`config.mk`:
```
export PLATFORM = sky130hd
export DESIGN_NAME = sortn_pipe
export DESIGN_NICKNAME = d
export VERILOG_FILES = /design/src/rtl/sortn_pipe.sv
export SDC_FILE = /design/constraint.sdc
export NUM_CORES = 1
export LEC_CHECK = 0
export ABC_CLOCK_PERIOD_IN_PS = 2290
export CAP_MARGIN = 20
export CORE_MARGIN = 5
export CORE_UTILIZATION = 55
export DETAILED_ROUTE_END_ITERATION = 12
export PLACE_DENSITY = 0.78
export SETUP_SLACK_MARGIN = 0.4
export SLEW_MARGIN = 25
export SYNTH_ARGS = -nofsm -noshare
export SYNTH_HDL_FRONTEND = slang
export SYNTH_SLANG_ARGS = --single-unit
```
`constraint.sdc`:
```
create_clock -name clk -period 2.29 [get_ports clk]
set_input_delay 0.458 -clock clk [delete_from_list [all_inputs] [get_ports clk]]
set_output_delay 0.458 -clock clk [all_outputs]
set_load 0.01 [all_outputs]
```
`src/rtl/sortn_pipe.sv`:
```
// Pipelined N-element unsigned sorter built from an odd-even transposition network.
// One compare-exchange layer per registered stage; the whole pipe stalls on output backpressure.
module sortn_pipe #(
  parameter int DATA_WIDTH = 8,
  parameter int NUM        = 4
) (
  input  logic                       clk,
  input  logic                       rst_n,
  input  logic                       in_valid,
  output logic                       in_ready,
  input  logic [DATA_WIDTH*NUM-1:0]  in_data,
  input  logic                       in_desc,
  output logic                       out_valid,
  input  logic                       out_ready,
  output logic [DATA_WIDTH*NUM-1:0]  out_data,
  output logic                       out_desc,
  output logic                       busy
);

  localparam int VW = DATA_WIDTH * NUM;
  typedef logic [VW-1:0] vec_t;

  if (NUM < 2) begin : g_bad_num
    $error("sortn_pipe: NUM must be >= 2");
  end

  // One network layer: pairs start at index (k mod 2); unpaired elements pass through.
  function automatic vec_t cx_stage(input vec_t v, input logic desc, input int k);
    vec_t                  r;
    logic [DATA_WIDTH-1:0] a;
    logic [DATA_WIDTH-1:0] b;
    r = v;
    for (int i = k % 2; i + 1 < NUM; i += 2) begin
      a = v[DATA_WIDTH*i +: DATA_WIDTH];
      b = v[DATA_WIDTH*(i+1) +: DATA_WIDTH];
      if (desc ? (a < b) : (a > b)) begin
        r[DATA_WIDTH*i +: DATA_WIDTH]     = b;
        r[DATA_WIDTH*(i+1) +: DATA_WIDTH] = a;
      end
    end
    return r;
  endfunction

  logic [NUM-1:0] vld_q;
  logic [NUM-1:0] vld_d;
  logic [NUM-1:0] desc_q;
  logic [NUM-1:0] desc_d;
  vec_t           data_q [NUM];
  vec_t           data_d [NUM];
  logic           advance;

  assign advance = !vld_q[NUM-1] || out_ready;

  assign vld_d  = {vld_q[NUM-2:0], in_valid};
  assign desc_d = {desc_q[NUM-2:0], in_desc};

  for (genvar k = 0; k < NUM; k++) begin : g_stage
    if (k == 0) begin : g_first
      assign data_d[k] = cx_stage(in_data, in_desc, k);
    end else begin : g_next
      assign data_d[k] = cx_stage(data_q[k-1], desc_q[k-1], k);
    end
  end

  // Stage registers S0..S(NUM-1); all advance together or all hold.
  always_ff @(posedge clk or negedge rst_n) begin
    if (!rst_n) begin
      vld_q  <= '0;
      desc_q <= '0;
      for (int k = 0; k < NUM; k++) begin
        data_q[k] <= '0;
      end
    end else if (advance) begin
      vld_q  <= vld_d;
      desc_q <= desc_d;
      for (int k = 0; k < NUM; k++) begin
        data_q[k] <= data_d[k];
      end
    end
  end

  assign in_ready  = advance;
  assign out_valid = vld_q[NUM-1];
  assign out_data  = data_q[NUM-1];
  assign out_desc  = desc_q[NUM-1];
  assign busy      = |vld_q;

endmodule

```
==> flow_summary_export.csv <==
group,metric,value,unit
run_status,outcome,"finished, final reports clean",
detailed_routing,ant_nets,0,
clock_network,cts_tree,"yes",
global_route,grt_antenna_before_repair,0,
power,power,16.62,mW
power,p_leak,5.122,nW
global_route,gr-usage-met1,30.99,%
yosys,synth-seq-cells,136,
hold_path,hp-class,"input port to asynchronous set/reset pin",
yosys,ys_seq_area_share,41.94,%
timing,tightest_slew,534.7,ps
global_route,grt_util_met2,41.51,%
placed_design,placed_area,0.008997,mm²
floorplanning,ios,73,
critical_path,max_stage_delay,420,ps
yosys,async_flop_share,100.0,%
clock_network,clk_pin_slew,60,ps
power,power_density,1542,mW/mm²
floorplanning,std_cell_rows,44,
detailed_routing,vias,7247,
detailed_routing,first_pass_iters,5,
timing,setup_viol,0,
global_route,grt-ovfl-total,0,
yosys,synthesis.nets,994,
critical_path,crit_chain,"inv_2 > ha_4 > and3_4 > a221oi_4 > nor3_2 > a311oi_2 > buf_4 > mux2i_1",
clock_network,cts.sinks,136,
global_route,grt_usage,25.01,%
timing,max_freq,468.9,MHz
yosys,synth_ff_type,"dfrtp_1",
timing,layout_min_cycle_time,2133,ps
critical_path,cp_max_fo,4,
yosys,synth_edf_count,0,
timing,whs,0.5163,ps
flow_run,cap_violations,0,
floorplanning,die_h,131.5,µm
critical_path,worstPathArrival,2490,ps
timing,relSlewSlack,64.36,%
yosys,syn-mean-instance-area,8.926,µm²
clock_network,clk_latency,430,ps
clock_network,cts_hold_buffers,0,
clock_network,numCtsBuffers,17,
finish,n_antenna_cell,0,
detailed_routing,wl_per_cell,17.78,µm
critical_path,worstReg2RegEnd,"out_data[23]",
critical_path,path_class,"register to register",
placed_design,gpl.final_weighted_congestion,0.8473,
floorplanning,chipWidth,131.5,µm
timing,fin_skew,7.727,ps
power,peakVddDrop,0.7804,mV
critical_path,startpoint_type,"register",
clock_network,cts_max_level,4,
timing,timing.final.crit_share,93.13,%
floorplanning,die_area,0.01728,mm²
placed_design,dp_hpwl,12.70,mm
critical_path,r2r_slack,160,ps
finish,final_area,0.01078,mm²
critical_path,critPathRequiredTime,2640,ps
timing,slew_viol_final,0,
critical_path,ff2ff_path_depth,8,
global_route,grt_pass1_vias,7343,
global_route,grt_util_met3,5.008,%
yosys,yosysUniqueCellTypes,29,
placed_design,portBuffers,72,
detailed_routing,drt_wl_total,22.04,mm
floorplanning,initial_core_util,56.04,%
critical_path,path_buf_inv,2,
floorplanning,core_area,0.01448,mm²
critical_path,cp_slowest_cell,"dfrtp_1",
timing,hold_viol,0,
global_route,grt_pass1_wl,36.02,mm
global_route,grt_start_max_net_pins,97,
finish,layout.nets,1128,
clock_network,clock-root-buffer,"clkbuf_16",
critical_path,end_kind,"register",
yosys,yosysWarnings,0,
detailed_routing,vias_per_cell,5.844,
yosys,netlist_area,0.008114,mm²
finish,n_fill_cell,973,
clock_network,cts_max_path_buffers,2,
global_route,grt_busiest_layer,"met2",
critical_path,cp_top_family,"compound AO/OA/AOI/OAI gates",
finish,syn_to_final_growth,32.81,%
detailed_routing,drc,0,
finish,drive_above_1_share,23.39,%
critical_path,rr_startpoint,"data_q[53]",
yosys,synthCells,909,
timing,rsz0062_at_grt,"true",
detailed_routing,drt_iter0_drc,577,
per-layer routing:
layer / wire length, µm / up-vias
li1: - / 3384
met5: 0 / -
met1: 9048 / 3484
met3: 1139 / 99
met2: 10880 / 280
met4: 980 / 0
cell usage after synthesis, drive strengths merged, types with 6 or more instances:
cell | instances | share of area [%]
a21oi | 208 | 13
dfrtp | 136 | 42
nand2 | 105 | 4.9
mux2i | 96 | 12
buf | 55 | 4.5
nor2 | 54 | 2.5
inv | 52 | 2.4
and2 | 48 | 3.7
ha | 48 | 7.4
clkbuf | 30 | 1.4
o21ai | 16 | 0.99
nand4 | 12 | 0.93
a211oi | 11 | 1.0
a21o | 7 | 0.65
nor2b | 7 | 0.54
o211ai | 6 | 0.56
sequential cells by signal, indices dropped and copies added, names as in the netlist:
register  cells
vld_q         4
data_q       64
desc_q        4
out_data     32
data_d       32
worst max-delay path by stage:
| stage | endpoint | startpoint | slack (ps) | cells past startpoint |
|---|---|---|---|---|
| 6_report | out_data[23] | data_q[53] | 160 | 8 |
| 5_1_grt | out_data[11] | data_q[55] | 90 | 8 |
| 4_1_cts | out_data[23] | data_q[55] | 220 | 8 |
| 3_5_place_dp | data_d[69] | in_data[9] | -200 | 8 |
| 3_3_place_gp | data_q[111] | in_data[9] | -140 | 9 |
| 2_1_floorplan | out_data[10] | data_q[46] | 390 | 7 |
where the power goes:
part / internal (mW) / leakage (nW) / total (mW) / switching, mW
sequential: 3.56 / 1.66 / 4.52 / 0.956
combinational: 4.46 / 3.16 / 9.17 / 4.71
clock: 1.87 / 0.298 / 2.93 / 1.06
layout by cell type (no fill, tap or decap), types with 3 or more instances in the layout:
| cell type | n |
|---|---|
| o21ai_0 | 11 |
| clkinvlp_4 | 4 |
| o21ai_1 | 4 |
| buf_12 | 9 |
| and2_1 | 48 |
| clkdlybuf4s50_1 | 37 |
| clkdlybuf4s15_1 | 9 |
| dfrtp_1 | 133 |
| inv_1 | 29 |
| a211o_4 | 4 |
| nor2b_4 | 5 |
| inv_2 | 23 |
| clkbuf_16 | 17 |
| bufinv_16 | 4 |
| nor2_1 | 52 |
| ha_4 | 25 |
| buf_6 | 4 |
| nand4_1 | 12 |
| mux2i_1 | 94 |
| nand2_1 | 105 |
| a21o_1 | 7 |
| dlygate4sd2_1 | 23 |
| o211a_1 | 5 |
| clkinv_2 | 3 |
| a211oi_2 | 10 |
| ha_1 | 22 |
| buf_4 | 115 |
| dfrtp_2 | 3 |
| o211ai_1 | 6 |
| a21oi_2 | 3 |
| a21oi_1 | 205 |
cell families after synthesis:
kind of cell / synth area share (%)
compound gates: 17.61
simple gates: 12.95
buf+inv: 8.250
flops: 41.94
mux: 11.84
fa+ha+maj: 7.402
timing repair:
action,in CTS,in global routing
setup buffers,72,15
gates cloned,5,0
gates resized for setup,104,51
pin swaps,42,40
endpoints found under the setup margin,98,93
stage by stage:
| step | util [%] | setup WS (ps) | std cells | TNS, ps |
|---|---|---|---|---|
| 3_3_place_gp | 62.14 | -139.2 | 1116 | -3645 |
| 6_report | 74.43 | 157.3 | 1240 | 0 |
| 2_1_floorplan | - | 389.6 | 909 | 0 |
| 3_5_place_dp | 62.14 | -203.0 | 1116 | -5148 |
| 5_1_grt | 74.43 | 87.91 | 1240 | 0 |
| 4_1_cts | 72.49 | 215.7 | 1225 | 0 |
cell type report:
cell class | instances | area (µm²) | share of cell area [%]
timing repair buffer | 200 | 1765 | 16.38
inverter | 52 | 195.2 | 1.811
clock inverter | 12 | 173.9 | 1.614
clock buffer | 20 | 456.7 | 4.238
multi-input combinational | 636 | 4548 | 42.20
sequential | 136 | 3407 | 31.61
tap | 184 | 230.2 | 2.136
Note: power is estimated with default switching activity, not from simulation.
